File: config.mk
export PLATFORM = sky130hd
export DESIGN_NAME = prewish_mask_receiver
export DESIGN_NICKNAME = d
export VERILOG_FILES = /design/src/rtl/prewish_pkg.sv /design/src/rtl/prewish_mask_fifo.sv /design/src/rtl/prewish_mask_receiver.sv
export SDC_FILE = /design/constraint.sdc
export NUM_CORES = 1
export LEC_CHECK = 0
export ABC_AREA = 1
export CAP_MARGIN = 20
export CORE_ASPECT_RATIO = 0.75
export CORE_MARGIN = 4
export CORE_UTILIZATION = 30
export DETAILED_ROUTE_END_ITERATION = 10
export GPL_TIMING_DRIVEN = 1
export PLACE_DENSITY_LB_ADDON = 0.05
export SLEW_MARGIN = 20
export SYNTH_ARGS = -nofsm -noshare
export SYNTH_HDL_FRONTEND = slang
export SYNTH_SLANG_ARGS = --single-unit
export TNS_END_PERCENT = 30
File: constraint.sdc
create_clock -name CLK_I -period 2.37 [get_ports CLK_I]
set_input_delay 0.237 -clock CLK_I [delete_from_list [all_inputs] [get_ports CLK_I]]
set_output_delay 0.237 -clock CLK_I [all_outputs]
set_load 0.03 [all_outputs]
File: src/rtl/prewish_pkg.sv
// prewish_pkg: shared defaults for the prewish strobe/data link.
// Used by the mentor, the mask receiver and the blinky display so that all
// ends of the link agree on mask width and queue depth.
package prewish_pkg;

  localparam int PREWISH_DAT_W        = 8;
  localparam int PREWISH_Q_DEPTH_BITS = 2;
  localparam int PREWISH_DROP_W       = 8;

  // Outcome of one strobe; a single register makes ACK and ERR exclusive.
  typedef enum logic [1:0] {
    RSP_NONE = 2'd0,
    RSP_ACK  = 2'd1,
    RSP_ERR  = 2'd2
  } rsp_e;

endpackage

File: src/rtl/prewish_mask_fifo.sv
// prewish_mask_fifo: small first-word-fall-through mask queue.
// Ports:
//   clk, rst  : clock and synchronous active-high reset (control only)
//   wr_en     : write request (one per strobe rise)
//   wr_dat    : mask to store
//   rd_en     : consumer take; ignored while empty
//   wr_ok     : write request is accepted this cycle (combinational)
//   rd_dat    : head of queue, 0 when empty
//   rd_vld    : queue non-empty
//   level     : entries held, 0..2**DEPTH_BITS
module prewish_mask_fifo
  import prewish_pkg::*;
#(
  parameter int DAT_W      = PREWISH_DAT_W,
  parameter int DEPTH_BITS = PREWISH_Q_DEPTH_BITS
) (
  input  logic                  clk,
  input  logic                  rst,
  input  logic                  wr_en,
  input  logic [DAT_W-1:0]      wr_dat,
  input  logic                  rd_en,
  output logic                  wr_ok,
  output logic [DAT_W-1:0]      rd_dat,
  output logic                  rd_vld,
  output logic [DEPTH_BITS:0]   level
);

  localparam int                  DEPTH   = 1 << DEPTH_BITS;
  localparam logic [DEPTH_BITS:0] DEPTH_L = (DEPTH_BITS + 1)'(DEPTH);

  logic [DAT_W-1:0]      mem [DEPTH];
  logic [DEPTH_BITS-1:0] wr_ptr;
  logic [DEPTH_BITS-1:0] rd_ptr;
  logic [DEPTH_BITS:0]   lvl;
  logic                  full;
  logic                  empty;
  logic                  push;
  logic                  pop;

  assign full  = (lvl == DEPTH_L);
  assign empty = (lvl == '0);
  assign pop   = rd_en & ~empty;
  // A pop in the same cycle frees a slot, so a full queue can still accept.
  assign push  = wr_en & (~full | pop);

  // Storage holds data only; no reset, stale entries are hidden by the level gate.
  always_ff @(posedge clk) begin
    if (push) mem[wr_ptr] <= wr_dat;
  end

  always_ff @(posedge clk) begin
    if (rst) begin
      wr_ptr <= '0;
      rd_ptr <= '0;
      lvl    <= '0;
    end else begin
      if (push) wr_ptr <= wr_ptr + DEPTH_BITS'(1);
      if (pop)  rd_ptr <= rd_ptr + DEPTH_BITS'(1);
      case ({push, pop})
        2'b10:   lvl <= lvl + 1'b1;
        2'b01:   lvl <= lvl - 1'b1;
        default: lvl <= lvl;
      endcase
    end
  end

  assign wr_ok  = push;
  assign rd_vld = ~empty;
  assign rd_dat = empty ? '0 : mem[rd_ptr];
  assign level  = lvl;

endmodule

File: src/rtl/prewish_mask_receiver.sv
// prewish_mask_receiver: responder end of the prewish strobe/data link.
// Every rising edge of STB_I becomes one write of DAT_I into a FWFT queue;
// the outcome is reported one cycle later on ACK_O (stored) or ERR_O
// (queue full, dropped). Drops are counted with saturation.
// Ports:
//   CLK_I, RST_I : clock, synchronous active-high reset
//   STB_I, DAT_I : strobe level and mask from the mentor
//   ACK_O, ERR_O : one-cycle accept / drop pulses
//   mask_o, mask_vld_o, mask_take_i : queue head, non-empty, consumer pop
//   level_o      : entries held
//   drop_ct_o    : saturating count of dropped masks
module prewish_mask_receiver
  import prewish_pkg::*;
#(
  parameter int DAT_W      = PREWISH_DAT_W,
  parameter int DEPTH_BITS = PREWISH_Q_DEPTH_BITS,
  parameter int DROP_W     = PREWISH_DROP_W
) (
  input  logic                CLK_I,
  input  logic                RST_I,
  input  logic                STB_I,
  input  logic [DAT_W-1:0]    DAT_I,
  output logic                ACK_O,
  output logic                ERR_O,
  output logic [DAT_W-1:0]    mask_o,
  output logic                mask_vld_o,
  input  logic                mask_take_i,
  output logic [DEPTH_BITS:0] level_o,
  output logic [DROP_W-1:0]   drop_ct_o
);

  function automatic logic [DROP_W-1:0] sat_inc(input logic [DROP_W-1:0] v);
    return (&v) ? v : v + 1'b1;
  endfunction

  logic              stb_q;
  logic              stb_rise;
  logic              wr_ok;
  rsp_e              rsp_p1;
  logic [DROP_W-1:0] drop_ct;

  // Stage 0: edge detect. stb_q resets high so a strobe already asserted
  // when reset releases is not taken as a new write.
  assign stb_rise = STB_I & ~stb_q;

  prewish_mask_fifo #(
    .DAT_W      (DAT_W),
    .DEPTH_BITS (DEPTH_BITS)
  ) u_fifo (
    .clk    (CLK_I),
    .rst    (RST_I),
    .wr_en  (stb_rise),
    .wr_dat (DAT_I),
    .rd_en  (mask_take_i),
    .wr_ok  (wr_ok),
    .rd_dat (mask_o),
    .rd_vld (mask_vld_o),
    .level  (level_o)
  );

  // Stage 1: registered response and drop counter.
  always_ff @(posedge CLK_I) begin
    if (RST_I) begin
      stb_q   <= 1'b1;
      rsp_p1  <= RSP_NONE;
      drop_ct <= '0;
    end else begin
      stb_q <= STB_I;
      if (stb_rise && wr_ok)      rsp_p1 <= RSP_ACK;
      else if (stb_rise)          rsp_p1 <= RSP_ERR;
      else                        rsp_p1 <= RSP_NONE;
      if (stb_rise && !wr_ok) drop_ct <= sat_inc(drop_ct);
    end
  end

  assign ACK_O     = (rsp_p1 == RSP_ACK);
  assign ERR_O     = (rsp_p1 == RSP_ERR);
  assign drop_ct_o = drop_ct;

endmodule

==> reports/summary.log <==
qor: status.outcome completed
qor: place.dpl_ws 0.238 ns
qor: clocking.cts_setup_buffers 0
qor: synth.syn_nets 267
qor: finish.antennaDiodeCount 0
qor: floorplan.initial_core_util 0.311
qor: critical_path.r2r_end u_fifo.level[2]
qor: global_routing.via_count_of_the_first_global_routing_pass 1647
qor: sta.post-route-min-period 2.21 ns
qor: clocking.clk_path_buf_depth 2
qor: synth.synth-compound-area-share 0.0979
qor: floorplan.boundaryPins 34
qor: pwr.power.total 2.04 mW
qor: drt.detail_routed_net_length_per_standard_cell 12.9 um
qor: floorplan.die-height 83.8 um
qor: sta.setup_viol 0
qor: pwr.power_per_cell_area 697 mW/mm^2
qor: synth.synth.mux.area_fraction 0
qor: sta.worst_margin_pin_slew 0.401 ns
qor: finish.sequential_cell_area 0.00136 sq mm
qor: critical_path.crit_chain buf_4 > nor2_1 > nor2_1 > o21ai_0 > a21oi_1 > clkdlybuf4s50_1
qor: drt.detail_route.first_pass.iterations 4
qor: clocking.tritoncts.num_buffers 5
qor: global_routing.overflow 0
qor: clocking.ctsHtreeMaxLevel 2
qor: drt.vias_per_cell 4.27
qor: synth.post_synth_fa_ha_maj_area_fraction 0.0413
qor: synth.synthesis.instances 248
qor: clocking.cts.clk_slew.worst_paths 0.09 ns
qor: sta.maxClockFrequency 452 MHz
qor: sta.final_hold_viol_count 0
qor: drt.route.detailed.drc 0
qor: pwr.clock_power_share 0.298
qor: global_routing.grt.total_usage 0.119
qor: synth.synth_top_family_by_area simple AND/OR/NAND/NOR gates
qor: critical_path.r2r_start u_fifo.level[1]
qor: drt.ant_nets 0
qor: finish.multi_input_comb_area 811 sq um
qor: clocking.root_buffer_cell sky130_fd_sc_hd__clkbuf_8
qor: hold_path.hold-path-cell-count 3
qor: finish.final_layout_size_suffix_gt1_frac 0.0890
qor: floorplan.dieWidth 109 um
qor: global_routing.grt_pass1_wl 8.38 mm
qor: clocking.clock_insertion_delay_worst_skew 0.30 ns
qor: floorplan.die_area 0.00915 sq mm
qor: finish.fillerInstances 750
qor: synth.warning_count_from_the_yosys_run 0
qor: drt.detail_route.iter0.violations 47
qor: pwr.power.combinational.fraction 0.208
qor: sta.post-route-period-util 0.933
qor: sta.max_slew_margin 0.732
qor: synth.synthXorXnorAreaFrac 0.00761
qor: pwr.cell_int_power 1.45 mW
qor: pwr.switching_power 581 uW
qor: pwr.power.sequential.fraction 0.494
qor: finish.areaGrowthSynthToFinish 26.9%
qor: critical_path.critical-path-slowest-cell sky130_fd_sc_hd__clkdlybuf4s50_1
qor: critical_path.timing.reg2reg.worst_path_depth 12
qor: hold_path.holdCritPathClass in -> reg
qor: hold_path.min_delay_worst_endpoint stb_q
qor: hold_path.holdCritStartpoint STB_I
qor: critical_path.worst_ep_arrival_time 1.97 ns
qor: global_routing.pin_count_of_the_biggest_net_entering_global_routing 17
qor: pwr.switching_fraction 0.285
qor: synth.synthesis.area_per_instance 9.28 sq um
qor: critical_path.setup.reg_to_reg.worst_slack 0.41 ns
qor: global_routing.grt_antenna_before_repair 0
qor: synth.synth_simple_gate_area_frac 0.206
qor: critical_path.required 2.13 ns
qor: critical_path.crit_path_frequent_cell sky130_fd_sc_hd__nor2_1
qor: sta.fin_hold_ws 0.489 ns
qor: synth.ys_seq_area_frac 0.592
qor: drt.num_vias 1680
qor: sta.setup_repair_after_global_routing_missed_its_margin false
qor: synth.synth_seq_cells 52
qor: floorplan.placeableCoreArea 0.00740 sq mm
qor: place.gp_congestion 0.748
qor: critical_path.cpPeakStageDelay 0.69 ns
qor: sta.totalNegativeSetupSlack 0 ns
qor: sta.post_route_skew 0.00525 ns
qor: pwr.power.leakage 1.11 nW
qor: drt.totalWireLength 5.08 mm
qor: place.detailedPlacementHpwl 3.44 mm
qor: synth.synth_cell_types 21
qor: clocking.clock_sink_count 52
qor: finish.num-nets-final 310
qor: critical_path.critPathKind reg -> out
qor: sta.finalMaxSlewViolations 0
qor: pwr.power.ir.vdd_worst 0.252 mV
qor: critical_path.path_max_fanout 9
qor: floorplan.fp-row-count 27
qor: clocking.cts.hold.buffers_added 0
qor: clocking.cts_tree done
qor: synth.netlist_area 0.00230 sq mm
qor: job.cap_viol_max_count 0
qor: critical_path.critical_path.startpoint_type register
qor: critical_path.critPathCaptureType primary output
qor: sta.fin_ws 0.160 ns
qor: place.place.port_buffers 33
what timing repair did:
item	CTS	global route
resized for setup	1	4
gates cloned	0	0
hold endpoints to repair	0	0
setup endpoints to repair	4	4
cell usage after synthesis (all sizes together):
library cell	instances	share of area
a21oi	20	0.044
buf	4	0.0087
clkbuf	2	0.0033
dfxtp	20	0.17
edfxtp	32	0.42
fa	1	0.0087
ha	6	0.033
inv	27	0.044
nand2	39	0.068
nand3	8	0.023
nand3b	1	0.0033
nand4	2	0.0054
nor2	59	0.11
o21ai	25	0.054
xor2	2	0.0076
kinds of logic (layout without fill, tap and decap cells):
group / after synthesis / count (layout)
AO/OA/AOI/OAI: 45 / 45
AND/OR/NAND/NOR: 109 / 109
adder cells (fa/ha/maj): 7 / 7
XOR/XNOR: 2 / 2
flip-flops: 52 / 52
buffers and inverters: 33 / 77
registers in the layout (all words and copies together), names as in the netlist, named ones only:
register / flops
u_fifo.mem: 32
u_fifo.rd_ptr: 2
u_fifo.wr_ptr: 2
u_fifo.level: 3
rsp_p1: 2
stb_q: 1
drop_ct_o: 8
worst max path at each step:
stage                                 end  cells after the start
final                           mask_o[3]                      6
after CTS                       mask_o[2]                      4
after detailed placement  u_fifo.level[2]                     12
after global placement    u_fifo.level[2]                     11
after global routing            mask_o[3]                      6
after floorplan           u_fifo.level[2]                     11
metrics by stage:
| stage | area [sq um] | utilization | cells |
|---|---|---|---|
| 2_1_floorplan | 2300 | - | 248 |
| 3_3_place_gp | 2800 | 0.378 | 385 |
| 3_5_place_dp | 2800 | 0.378 | 385 |
| 4_1_cts | 2910 | 0.393 | 393 |
| 5_1_grt | 2920 | 0.395 | 393 |
| 6_report | 2920 | 0.395 | 393 |
final cells by class:
class | instances | area share
repair buffers | 42 | 0.140
clock buffers | 5 | 0.0236
flip-flops and latches | 52 | 0.467
clock inverters | 3 | 0.0146
inverters | 27 | 0.0347
well taps | 101 | 0.0433
multi-input cells | 163 | 0.278
cells in the final DEF (no fill, tap or decap):
| cell | instances |
|---|---|
| sky130_fd_sc_hd__nand3_4 | 1 |
| sky130_fd_sc_hd__inv_2 | 2 |
| sky130_fd_sc_hd__o21ai_1 | 1 |
| sky130_fd_sc_hd__ha_1 | 6 |
| sky130_fd_sc_hd__buf_4 | 9 |
| sky130_fd_sc_hd__bufinv_16 | 1 |
| sky130_fd_sc_hd__nor2_4 | 3 |
| sky130_fd_sc_hd__dlymetal6s2s_1 | 4 |
| sky130_fd_sc_hd__clkdlybuf4s50_1 | 29 |
| sky130_fd_sc_hd__xor2_1 | 2 |
| sky130_fd_sc_hd__nand2_2 | 1 |
| sky130_fd_sc_hd__nand2_4 | 1 |
| sky130_fd_sc_hd__inv_1 | 25 |
| sky130_fd_sc_hd__clkbuf_8 | 5 |
| sky130_fd_sc_hd__dfxtp_1 | 19 |
| sky130_fd_sc_hd__fa_1 | 1 |
| sky130_fd_sc_hd__nand4_1 | 2 |
| sky130_fd_sc_hd__a21oi_1 | 20 |
| sky130_fd_sc_hd__nand3_1 | 7 |
| sky130_fd_sc_hd__nand3b_1 | 1 |
| sky130_fd_sc_hd__dfxtp_2 | 1 |
| sky130_fd_sc_hd__clkinvlp_4 | 1 |
| sky130_fd_sc_hd__edfxtp_1 | 32 |
| sky130_fd_sc_hd__nor2_1 | 56 |
| sky130_fd_sc_hd__o21ai_0 | 24 |
| sky130_fd_sc_hd__nand2_1 | 37 |
| sky130_fd_sc_hd__clkinv_2 | 1 |
power by group through the flow:
stage / logic (mW) / clock network (mW) / registers (mW)
after CTS: 0.437 / 0.635 / 1.01
after global placement: 0.436 / 0 / 1.03
after global routing: 0.472 / 0.669 / 1.01
after floorplan: 0.247 / 0 / 1.03
final: 0.424 / 0.606 / 1.01
after detailed placement: 0.435 / 0 / 1.03
routing by layer:
metal	up-vias	GRT usage	wire, um	share of wire
met3	6	0.0263	194	0.038
met5	-	0	0	0
li1	894	-	-	-
met2	26	0.169	2110	0.42
met1	754	0.180	2720	0.54
met4	0	0.0310	55	0.011
worst max-delay path: cells and delay by family (launching register included):
family | cells | cell delay, ns
AOI/OAI and AO/OA | 2 | 0.23
buffers and inverters | 2 | 0.88
and+or+nand+nor | 2 | 0.12
DFF | 1 | 0.45
Power figures use the tool's default switching activity.
